`config.mk`:
```
export PLATFORM = sky130hd
export DESIGN_NAME = wb_bram_arbiter_flat
export DESIGN_NICKNAME = d
export VERILOG_FILES = /design/src/rtl/wb_bram_arbiter_if.sv /design/src/rtl/wb_bram_arbiter.sv /design/src/flat_wrapper.sv
export SDC_FILE = /design/constraint.sdc
export NUM_CORES = 1
export LEC_CHECK = 0
export CAP_MARGIN = 5
export CORE_MARGIN = 2
export CORE_UTILIZATION = 42
export CTS_BUF_LIST = sky130_fd_sc_hd__clkbuf_16
export DETAILED_ROUTE_END_ITERATION = 6
export GPL_TIMING_DRIVEN = 0
export HOLD_SLACK_MARGIN = 0.05
export PLACE_DENSITY = 0.79
export SLEW_MARGIN = 20
export SYNTH_ARGS = -nofsm -noshare
export SYNTH_HDL_FRONTEND = slang
export SYNTH_SLANG_ARGS = --single-unit
```
`constraint.sdc`:
```
create_clock -name clk -period 2.6 [get_ports clk]
set_clock_uncertainty 0.15 [all_clocks]
set_input_delay 0.39 -clock clk [delete_from_list [all_inputs] [get_ports clk]]
set_output_delay 0.39 -clock clk [all_outputs]
set_load 0.02 [all_outputs]
```
`src/rtl/wb_bram_arbiter_if.sv`:
```
// Bus bundle for wb_bram_arbiter: a Wishbone slave port (port A) and a simple
// request/acknowledge port (port B). Both share one BRAM behind the arbiter.
// The slave modport is the arbiter side; the master modport is the requester side.
interface wb_bram_arbiter_if;
  // Wishbone port A
  logic        wbs_cyc_i;
  logic        wbs_stb_i;
  logic        wbs_we_i;
  logic [3:0]  wbs_sel_i;
  logic [31:0] wbs_adr_i;
  logic [31:0] wbs_dat_i;
  logic        wbs_ack_o;
  logic [31:0] wbs_dat_o;

  // Request/acknowledge port B
  logic        b_req;
  logic        b_we;
  logic [3:0]  b_wstrb;
  logic [31:0] b_addr;
  logic [31:0] b_wdata;
  logic        b_ack;
  logic [31:0] b_rdata;

  modport slave (
    input  wbs_cyc_i, wbs_stb_i, wbs_we_i, wbs_sel_i, wbs_adr_i, wbs_dat_i,
    output wbs_ack_o, wbs_dat_o,
    input  b_req, b_we, b_wstrb, b_addr, b_wdata,
    output b_ack, b_rdata
  );

  modport master (
    output wbs_cyc_i, wbs_stb_i, wbs_we_i, wbs_sel_i, wbs_adr_i, wbs_dat_i,
    input  wbs_ack_o, wbs_dat_o,
    output b_req, b_we, b_wstrb, b_addr, b_wdata,
    input  b_ack, b_rdata
  );
endinterface

```
`src/rtl/wb_bram_arbiter.sv`:
```
// wb_bram_arbiter: shares one single-port BRAM between a Wishbone slave
// (port A, address-decoded on adr[31:20]) and a request/ack port B.
// Each access holds the RAM enabled for DELAYS+1 cycles, writes only in the
// first of those cycles, then captures ram_do and pulses the port's ack.
// Wishbone strobes outside the decoded window are acknowledged with zero data.
// Optional build macro BRAM_ARB_RR_EN: round-robin between simultaneous
// requests (A first after reset); without it port A has fixed priority.
// All outputs are registered; rst is synchronous and active-high.
module wb_bram_arbiter #(
  parameter int unsigned  DELAYS = 10,
  parameter logic [11:0]  DECODE = 12'h380
) (
  input  logic             clk,
  input  logic             rst,
  wb_bram_arbiter_if.slave bus,
  output logic             ram_en,
  output logic [3:0]       ram_we,
  output logic [31:0]      ram_addr,
  output logic [31:0]      ram_di,
  input  logic [31:0]      ram_do,
  output logic             busy
);

  typedef enum logic [2:0] {
    IDLE   = 3'd0,
    ACC_A  = 3'd1,
    ACC_B  = 3'd2,
    DONE_A = 3'd3,
    DONE_B = 3'd4,
    MISS   = 3'd5
  } state_t;

  // Last wait-state count; the capture happens on the edge after it.
  localparam logic [3:0] LAST_CNT = 4'(DELAYS);

  state_t      state_r, state_s;
  logic [3:0]  cnt_r, cnt_s;
  logic [31:0] addr_r, addr_s;
  logic [31:0] di_r, di_s;
  logic [3:0]  strb_r, strb_s;

  logic        ram_en_r, ram_en_s;
  logic [3:0]  ram_we_r, ram_we_s;
  logic [31:0] ram_addr_r, ram_addr_s;
  logic [31:0] ram_di_r, ram_di_s;
  logic        wbs_ack_r, wbs_ack_s;
  logic [31:0] wbs_dat_r, wbs_dat_s;
  logic        b_ack_r, b_ack_s;
  logic [31:0] b_rdata_r, b_rdata_s;
  logic        busy_r, busy_s;

  logic        wb_strobe_s;
  logic        req_a_s;
  logic        req_b_s;
  logic        miss_s;
  logic        grant_a_s;
  logic        grant_b_s;

  assign wb_strobe_s = bus.wbs_cyc_i & bus.wbs_stb_i;
  assign req_a_s     = wb_strobe_s & (bus.wbs_adr_i[31:20] == DECODE);
  assign miss_s      = wb_strobe_s & (bus.wbs_adr_i[31:20] != DECODE);
  assign req_b_s     = bus.b_req;

`ifdef BRAM_ARB_RR_EN
  // 1 = port B won the most recent contested grant (A goes first after reset)
  logic last_b_r, last_b_s;

  // Flip the last-grant flag only when both ports competed in IDLE
  always_comb begin
    if ((state_r == IDLE) && req_a_s && req_b_s) begin
      last_b_s = ~last_b_r;
    end else begin
      last_b_s = last_b_r;
    end
  end

  // Last-grant register
  always_ff @(posedge clk) begin
    if (rst) begin
      last_b_r <= 1'b1;
    end else begin
      last_b_r <= last_b_s;
    end
  end

  assign grant_a_s = req_a_s & (~req_b_s | last_b_r);
`else
  assign grant_a_s = req_a_s;
`endif

  assign grant_b_s = req_b_s & ~grant_a_s;

  // Next-state, wait counter and captured request fields
  always_comb begin
    state_s = state_r;
    cnt_s   = 4'd0;
    addr_s  = addr_r;
    di_s    = di_r;
    strb_s  = strb_r;
    case (state_r)
      IDLE: begin
        if (grant_a_s) begin
          state_s = ACC_A;
          addr_s  = bus.wbs_adr_i;
          di_s    = bus.wbs_dat_i;
          strb_s  = bus.wbs_sel_i & {4{bus.wbs_we_i}};
        end else if (grant_b_s) begin
          state_s = ACC_B;
          addr_s  = bus.b_addr;
          di_s    = bus.b_wdata;
          strb_s  = bus.b_wstrb & {4{bus.b_we}};
        end else if (miss_s) begin
          state_s = MISS;
        end else begin
          state_s = IDLE;
        end
      end
      ACC_A: begin
        // Wishbone master gave up the cycle: leave without acknowledging.
        if (!bus.wbs_cyc_i) begin
          state_s = IDLE;
        end else if (cnt_r == LAST_CNT) begin
          state_s = DONE_A;
        end else begin
          cnt_s = cnt_r + 4'd1;
        end
      end
      ACC_B: begin
        if (cnt_r == LAST_CNT) begin
          state_s = DONE_B;
        end else begin
          cnt_s = cnt_r + 4'd1;
        end
      end
      DONE_A:  state_s = IDLE;
      DONE_B:  state_s = IDLE;
      MISS:    state_s = IDLE;
      default: state_s = IDLE;
    endcase
  end

  // Output values for the coming cycle, decoded from the next state
  always_comb begin
    ram_en_s   = 1'b0;
    ram_we_s   = 4'd0;
    ram_addr_s = 32'd0;
    ram_di_s   = 32'd0;
    wbs_ack_s  = 1'b0;
    wbs_dat_s  = 32'd0;
    b_ack_s    = 1'b0;
    b_rdata_s  = 32'd0;
    busy_s     = (state_s != IDLE);
    case (state_s)
      ACC_A, ACC_B: begin
        ram_en_s   = 1'b1;
        ram_addr_s = addr_s;
        ram_di_s   = di_s;
        // Write strobes only in the first access cycle; the rest are reads
        // that let the captured word reflect the completed write.
        if (cnt_s == 4'd0) begin
          ram_we_s = strb_s;
        end else begin
          ram_we_s = 4'd0;
        end
      end
      DONE_A: begin
        wbs_ack_s = 1'b1;
        wbs_dat_s = ram_do;
      end
      DONE_B: begin
        b_ack_s   = 1'b1;
        b_rdata_s = ram_do;
      end
      MISS: begin
        wbs_ack_s = 1'b1;
      end
      default: begin
        ram_en_s = 1'b0;
      end
    endcase
  end

  // State, counter, request fields and registered outputs
  always_ff @(posedge clk) begin
    if (rst) begin
      state_r    <= IDLE;
      cnt_r      <= 4'd0;
      addr_r     <= 32'd0;
      di_r       <= 32'd0;
      strb_r     <= 4'd0;
      ram_en_r   <= 1'b0;
      ram_we_r   <= 4'd0;
      ram_addr_r <= 32'd0;
      ram_di_r   <= 32'd0;
      wbs_ack_r  <= 1'b0;
      wbs_dat_r  <= 32'd0;
      b_ack_r    <= 1'b0;
      b_rdata_r  <= 32'd0;
      busy_r     <= 1'b0;
    end else begin
      state_r    <= state_s;
      cnt_r      <= cnt_s;
      addr_r     <= addr_s;
      di_r       <= di_s;
      strb_r     <= strb_s;
      ram_en_r   <= ram_en_s;
      ram_we_r   <= ram_we_s;
      ram_addr_r <= ram_addr_s;
      ram_di_r   <= ram_di_s;
      wbs_ack_r  <= wbs_ack_s;
      wbs_dat_r  <= wbs_dat_s;
      b_ack_r    <= b_ack_s;
      b_rdata_r  <= b_rdata_s;
      busy_r     <= busy_s;
    end
  end

  assign ram_en        = ram_en_r;
  assign ram_we        = ram_we_r;
  assign ram_addr      = ram_addr_r;
  assign ram_di        = ram_di_r;
  assign bus.wbs_ack_o = wbs_ack_r;
  assign bus.wbs_dat_o = wbs_dat_r;
  assign bus.b_ack     = b_ack_r;
  assign bus.b_rdata   = b_rdata_r;
  assign busy          = busy_r;

endmodule
```
`src/flat_wrapper.sv`:
```
// flat-port wrapper written by rule: the top's interface ports become plain ports
module wb_bram_arbiter_flat 
#(
  parameter int unsigned  DELAYS = 10,
  parameter logic [11:0]  DECODE = 12'h380
)
  (clk, rst, ram_en, ram_we, ram_addr, ram_di, ram_do, busy, bus_wbs_cyc_i, bus_wbs_stb_i, bus_wbs_we_i, bus_wbs_sel_i, bus_wbs_adr_i, bus_wbs_dat_i, bus_wbs_ack_o, bus_wbs_dat_o, bus_b_req, bus_b_we, bus_b_wstrb, bus_b_addr, bus_b_wdata, bus_b_ack, bus_b_rdata);
  wb_bram_arbiter_if bus_i ();
  input  logic clk;
  input  logic rst;
  output logic ram_en;
  output logic [3:0] ram_we;
  output logic [31:0] ram_addr;
  output logic [31:0] ram_di;
  input  logic [31:0] ram_do;
  output logic busy;
  input wire logic [$bits(bus_i.wbs_cyc_i)-1:0] bus_wbs_cyc_i;
  input wire logic [$bits(bus_i.wbs_stb_i)-1:0] bus_wbs_stb_i;
  input wire logic [$bits(bus_i.wbs_we_i)-1:0] bus_wbs_we_i;
  input wire logic [$bits(bus_i.wbs_sel_i)-1:0] bus_wbs_sel_i;
  input wire logic [$bits(bus_i.wbs_adr_i)-1:0] bus_wbs_adr_i;
  input wire logic [$bits(bus_i.wbs_dat_i)-1:0] bus_wbs_dat_i;
  output wire logic [$bits(bus_i.wbs_ack_o)-1:0] bus_wbs_ack_o;
  output wire logic [$bits(bus_i.wbs_dat_o)-1:0] bus_wbs_dat_o;
  input wire logic [$bits(bus_i.b_req)-1:0] bus_b_req;
  input wire logic [$bits(bus_i.b_we)-1:0] bus_b_we;
  input wire logic [$bits(bus_i.b_wstrb)-1:0] bus_b_wstrb;
  input wire logic [$bits(bus_i.b_addr)-1:0] bus_b_addr;
  input wire logic [$bits(bus_i.b_wdata)-1:0] bus_b_wdata;
  output wire logic [$bits(bus_i.b_ack)-1:0] bus_b_ack;
  output wire logic [$bits(bus_i.b_rdata)-1:0] bus_b_rdata;
  assign bus_i.wbs_cyc_i = bus_wbs_cyc_i;
  assign bus_i.wbs_stb_i = bus_wbs_stb_i;
  assign bus_i.wbs_we_i = bus_wbs_we_i;
  assign bus_i.wbs_sel_i = bus_wbs_sel_i;
  assign bus_i.wbs_adr_i = bus_wbs_adr_i;
  assign bus_i.wbs_dat_i = bus_wbs_dat_i;
  assign bus_wbs_ack_o = bus_i.wbs_ack_o;
  assign bus_wbs_dat_o = bus_i.wbs_dat_o;
  assign bus_i.b_req = bus_b_req;
  assign bus_i.b_we = bus_b_we;
  assign bus_i.b_wstrb = bus_b_wstrb;
  assign bus_i.b_addr = bus_b_addr;
  assign bus_i.b_wdata = bus_b_wdata;
  assign bus_b_ack = bus_i.b_ack;
  assign bus_b_rdata = bus_i.b_rdata;
  wb_bram_arbiter #(.DELAYS(DELAYS), .DECODE(DECODE)) u_core (.clk(clk), .rst(rst), .bus(bus_i), .ram_en(ram_en), .ram_we(ram_we), .ram_addr(ram_addr), .ram_di(ram_di), .ram_do(ram_do), .busy(busy));
endmodule
```
==> run summary, run 1 <==
Status = complete, no violations
Drt total wl = 21600 um
Slew margin rel. = 0.500
Cell variety after synth = 45
Register share of total power = 0.464
Die height = 135 um
Post-DP HPWL = 16200 um
FP Rows = 47
Post-Syn Nets = 871
Worst R2R Path Depth = 8
Hold-critical path endpoint = u_core.bus.b_rdata[18]
GP Congestion = 0.846
Design Power = 7.52 mW
Ys flop type = dfxtp_1
Starting Density = 0.431
Leakage = 4.30 nW
Cell Pwr Density = 671 mW/mm2
Crit path largest cell delay = 630 ps
Worst-path maximum fanout = 10
Vias in the first global route = 6332
Area growth syn-to-layout = 56.1%
Tightest Pin Transition = 748 ps
Ratio of final minimum period to clock period = 0.923
Synthesized cell area = 0.00718 mm2
Vias/cell = 5.01
CTS H-tree lvls = 1
Core region area = 0.0166 mm2
Hold path depth = 2
RSZ-0062 raised after global routing = yes
Dpl ws = -310 ps
Synthesized area per cell = 10.3 um2
Total Nets Final = 1205
TritonCTS Buffers = 22
Hold wc startpoint = ram_do[18]
Setup CP Type = input port to flop
CTS Buffer Depth = 3
GRT Total Usage = 0.231
Area leader, netlist = dfxtp_1
Top-area cell type share of the netlist area = 0.588
Hold Fails Final Rpt = 0
Critical Path AT = 2620 ps
Fin worst setup slack = 200 ps
Max Clock Freq = 417 MHz
Max_cap viols = 0
Routed Antenna Nets = 0
Area contributors post-synth = dfxtp_1 (59%), nor2_1 (8.8%), nor4_2 (7.1%), and2_1 (6.0%), nor4_1 (5.6%)
Commonest non-fill, non-tap cell in the layout = clkdlybuf4s50_1
Crit. End Element = flop
Die area = 0.0182 mm2
Crit start category = input port
First-pass GRT wire length = 33200 um
Die X = 135 um
TritonCTS clock tree = yes
Slew Viols, Final = 0
Share of cells above drive strength 1 = 0.101
Max stage delay cell, worst path = nor2_1
R2R Setup Slk = 210 ps
Crit Reg-Reg Endpoint = u_core.ram_di[23]
Worst EP required = 2820 ps
CTS clk-pin slew, worst paths = 60 ps
Buf/Inv on CP = 2
Top Ports = 311
Yosys warning total = 0
Worst hold path class = input port to flop
Delay-heaviest family, CP = simple AND/OR/NAND/NOR gates
Pre-antenna DRT Iters = 4
Congestion Overflow GR = 0
Clk sinks = 211
1st-iter DRT viols = 202
Min Tclk post-route = 2400 ps
Worst r2r src = u_core.cnt_r[0]
Drt wl/cell = 17.1 um
# resized after CTS = 0
Commonest cells after routing, fill and taps aside = clkdlybuf4s50_1 (310), dfxtp_1 (211), nor2_1 (169)
Sequential share of the synthesized area = 0.588
P_int = 5.68 mW
Crit. Startpoint = bus_wbs_adr_i[23]
Peak supply drop = 0.000559 V
Initial antenna violation count = 1
Port Buf Inserts = 310
Asr flop ratio synth = 0
Comb power frac = 0.159
Detailed-route DRC error count = 0
Number of synthesized flops with an enable pin = 0
Root buffer cell = clkbuf_16
Sw frac = 0.245
Post-Syn Instances = 694
Later-pin clock latency in the skew report = 500 ps
Post-CTS Setup Bufs = 0
Clk pwr share = 0.377
Final setup violation count = 0
Register bit count reported by yosys = 211
Via Count = 6328
Psw = 1.84 mW
Crit path cell chain = clkdlybuf4s50_1, nor4b_2, nand3_2, nor2_1, clkbuf_1, nor3_1
Pin count of the biggest net entering global routing = 14
-- logic make-up (layout without fill, tap and decap cells) --
kind of cell | count (synthesis) | after routing | share of synthesized area
AOI/OAI and AO/OA | 32 | 32 | 0.0335
and+or+nand+nor | 398 | 398 | 0.326
adders and majority gates | 2 | 2 | 0.00348
buffers and inverters | 47 | 394 | 0.0434
DFF | 211 | 211 | 0.588
xor gates and xnor gates | 3 | 3 | 0.00366
other | 0 | 1 | 0
muxes | 1 | 1 | 0.00209
-- registers in the layout, summed over array words and instances (netlist names) --
register              count
u_core.ram_di            32
u_core.bus.b_ack          1
u_core.ram_addr          32
u_core.ram_we             4
u_core.bus.wbs_ack_o      1
u_core.bus.b_rdata       32
u_core.cnt_r              4
u_core.state_r            3
u_core.di_r              32
u_core.addr_r            32
u_core.ram_en             1
u_core.busy               1
u_core.strb_r             4
u_core.bus.wbs_dat_o     32
-- metal layers --
layer	wire length, um	global-route usage
met1	8450	0.279
met2	10600	0.393
met3	1790	0.0604
met4	779	0.0942
met5	0	0
-- cell type report --
| class | count | area, um2 |
|---|---|---|
| antenna | 1 | 2.50 |
| buffer | 42 | 293 |
| clock buffer | 22 | 551 |
| clock inverter | 15 | 98.8 |
| fill | 1319 | 5430 |
| inverter | 5 | 18.8 |
| multi-input combinational | 436 | 2640 |
| sequential | 211 | 4220 |
| tap | 220 | 275 |
| timing repair buffer | 310 | 3100 |
-- power by group through the flow --
stage / combinational [mW] / clock, mW / sequential, mW
2_1_floorplan: 0.476 / 0 / 3.68
3_3_place_gp: 1.18 / 0 / 3.55
3_5_place_dp: 1.19 / 0 / 3.56
4_1_cts: 1.20 / 2.89 / 3.49
5_1_grt: 1.28 / 3.04 / 3.50
6_report: 1.20 / 2.83 / 3.49
-- synthesized netlist by cell type, types with 3 or more instances --
cell type  number
o22ai_1        13
and3_1          4
buf_2           6
nor4_2         41
a21oi_1         3
a221o_1         3
inv_1           5
nor3_1         24
o21ai_0         3
buf_6          15
nand2_1        10
clkbuf_4        3
and2_1         69
clkbuf_1       15
dfxtp_1       211
nor4_1         64
nor2_1        169
-- repair_timing --
| item | 4_1_cts | 5_1_grt |
|---|---|---|
| endpoints found under the hold margin | 0 | 0 |
| setup endpoints to repair | 0 | 2 |
| hold buffers | 0 | 0 |
-- stage by stage --
step | util | setup TNS, ps | area [um2] | hold slack [ps] | instances
floorplan | - | 0 | 7180 | 291 | 694
global placement | 0.634 | -20640 | 10600 | 314 | 1224
detailed placement | 0.634 | -31020 | 10600 | 328 | 1224
CTS | 0.673 | 0 | 11200 | 302 | 1261
global route | 0.674 | -7.60 | 11200 | 304 | 1262
finish | 0.674 | 0 | 11200 | 319 | 1262
-- how the worst max path moves through the flow --
stage                                     end  slack (ps)  cells after the start
after detailed placement  u_core.ram_addr[30]        -310                      6
final                     u_core.ram_addr[30]         200                      6
after global routing      u_core.ram_addr[30]          -5                      6
after CTS                 u_core.ram_addr[30]         180                      6
after global placement    u_core.ram_addr[30]        -270                      6
after floorplan           u_core.ram_addr[10]         540                      9
(Power assumes the default switching activity.)
==> inputs of run 2 (changes only) <==
--- a/config.mk
+++ b/config.mk
@@ -5,7 +5,6 @@
 export SDC_FILE = /design/constraint.sdc
 export NUM_CORES = 1
 export LEC_CHECK = 0
-export CAP_MARGIN = 5
 export CORE_MARGIN = 2
 export CORE_UTILIZATION = 42
 export CTS_BUF_LIST = sky130_fd_sc_hd__clkbuf_16
==> results of run 2 <==
No change in the layout: final DEF, timing and power equal those of run 1.
==> inputs of run 3 (changes only) <==
--- a/config.mk
+++ b/config.mk
@@ -5,7 +5,7 @@
 export SDC_FILE = /design/constraint.sdc
 export NUM_CORES = 1
 export LEC_CHECK = 0
-export CORE_MARGIN = 2
+export CORE_MARGIN = 1
 export CORE_UTILIZATION = 42
 export CTS_BUF_LIST = sky130_fd_sc_hd__clkbuf_16
 export DETAILED_ROUTE_END_ITERATION = 6
==> run summary, run 3 (synthesis gave the netlist of run 1 again) <==
Status = complete, no violations
P_int = 5.83 mW (+2.7%)
Ratio of final minimum period to clock period = 0.930 (+0.00712)
Setup CP Type = flop to flop
Crit path cell chain = nor3_2, nand3_1, or2_2, buf_2, clkbuf_1, nor2_1, nor4_1
Starting Density = 0.431 (unchanged)
Later-pin clock latency in the skew report = 490 ps (about the same)
Post-DP HPWL = 15800 um (-2.4%)
Sw frac = 0.242 (-0.00273)
Max Clock Freq = 414 MHz (-0.77%)
1st-iter DRT viols = 243 (+20%)
Max_cap viols = 0 (unchanged)
Initial antenna violation count = 0 (-1)
Slew Viols, Final = 0 (unchanged)
FILL cells = 1312 (-0.53%)
Vias/cell = 4.98 (-0.63%)
Root buffer cell = clkbuf_16
Detailed-route DRC error count = 0 (unchanged)
CTS clk-pin slew, worst paths = 60 ps (about the same)
Vias in the first global route = 6322 (-0.16%)
Routed Antenna Nets = 0 (unchanged)
Register share of total power = 0.454 (-0.010)
Drt wl/cell = 17.0 um (-0.77%)
CTS H-tree lvls = 1 (unchanged)
Crit start category = flop
Max stage delay cell, worst path = dfxtp_1
GRT Total Usage = 0.240 (+0.00844)
Critical Path AT = 2620 ps (about the same)
Final setup violation count = 0 (unchanged)
Clk sinks = 211 (unchanged)
Top Ports = 311 (unchanged)
TritonCTS Buffers = 23 (+4.5%)
Commonest non-fill, non-tap cell in the layout = clkdlybuf4s50_1
Hold-fix buffers at CTS = 0 (unchanged)
GP Congestion = 0.804 (-4.9%)
RSZ-0062 raised after global routing = no
Pin count of the biggest net entering global routing = 13 (-1)
First-pass GRT wire length = 33200 um (about the same)
# resized after CTS = 0 (unchanged)
Clk pwr share = 0.390 (+0.013)
Pre-antenna DRT Iters = 4 (unchanged)
Congestion Overflow GR = 0 (unchanged)
Die area = 0.0176 mm2 (-2.9%)
Hold slack final = 326 ps (+7.64 ps)
Port Buf Inserts = 310 (unchanged)
Crit path largest cell delay = 390 ps (-240 ps)
Slew margin rel. = 0.470 (-0.0293)
Share of cells above drive strength 1 = 0.0999 (-0.000961)
Fin worst setup slack = 182 ps (-18.5 ps)
TritonCTS clock tree = yes
Drt total wl = 21400 um (-0.85%)
Via Count = 6283 (-0.71%)
Die height = 133 um (-1.5%)
Worst EP required = 2800 ps (-20 ps)
Min Tclk post-route = 2420 ps (+18.5 ps)
Post-CTS Setup Bufs = 0 (unchanged)
Leakage = 4.31 nW (+0.24%)
Comb power frac = 0.157 (-0.002)
Core region area = 0.0166 mm2 (unchanged)
Worst-path maximum fanout = 10 (unchanged)
Crit. End Element = flop
Area growth syn-to-layout = 56.7%
Peak supply drop = 0.000586 V (+4.8%)
FP Rows = 47 (unchanged)
Hold Fails Final Rpt = 0 (unchanged)
Cell Pwr Density = 684 mW/mm2 (+2.0%)
Worst hold path class = flop to flop
Die X = 133 um (-1.5%)
Psw = 1.86 mW (+1.2%)
CTS Buffer Depth = 3 (unchanged)
Dpl ws = -293 ps (+17.2 ps)
# diodes = 0 (-1)
Commonest cells after routing, fill and taps aside = clkdlybuf4s50_1 (310), dfxtp_1 (211), nor2_1 (169)
Total Nets Final = 1206 (+0.083%)
Tightest Pin Transition = 792 ps (+43.9 ps)
==> run 3: metal layers <==
layer  GRT usage  part of all wire  up-vias
met4      0.0971             0.040        0
met1       0.276              0.40     2903
met2       0.429              0.50      261
li1            -                 -     3069
met5           0                 0        -
met3      0.0529             0.066       50
==> run 3: power groups by stage <==
stage	clock (mW)	sequential [mW]	combinational [mW]
after floorplan	0	3.68	0.476
after detailed placement	0	3.56	1.20
final	3.00	3.49	1.21
after global placement	0	3.55	1.18
after CTS	3.04	3.49	1.21
after global routing	3.19	3.51	1.29
==> run 3: layout make-up <==
type / instances / area, um2 / area share
well taps: 220 / 275 / 0.0245
clock inverters: 14 / 106 / 0.00945
repair buffers: 310 / 3100 / 0.276
multi-input cells: 436 / 2650 / 0.236
inverters: 5 / 18.8 / 0.00167
clock buffers: 23 / 576 / 0.0512
plain buffers: 42 / 293 / 0.0260
flip-flops and latches: 211 / 4220 / 0.376
==> run 3: worst paths after layout <==
check | from | cells after the start | endpoint | slack [ps]
max reg2reg | u_core.state_r[2] | 7 | u_core.di_r[20] | 180
max | u_core.state_r[2] | 7 | u_core.di_r[20] | 180
min | u_core.cnt_r[0] | 1 | u_core.cnt_r[0] | 330
min reg2reg | u_core.cnt_r[0] | 1 | u_core.cnt_r[0] | 330
==> run 3: stage by stage <==
step / cell area, um2 / util / cells / setup TNS [ps] / total power, mW
after floorplan: 7180 / - / 694 / 0 / 4.15
after global placement: 10600 / 0.634 / 1224 / -23260 / 4.73
after detailed placement: 10600 / 0.634 / 1224 / -27770 / 4.76
after CTS: 11200 / 0.675 / 1261 / 0 / 7.74
after global routing: 11200 / 0.676 / 1261 / 0 / 7.99
final: 11200 / 0.676 / 1261 / 0 / 7.70
==> run 3: critical path, delay by kind of cell (launching register included) <==
kind	cells	cell delay, ps
flip-flops	1	390
buffers and inverters	2	490
AND/OR/NAND/NOR	5	1250
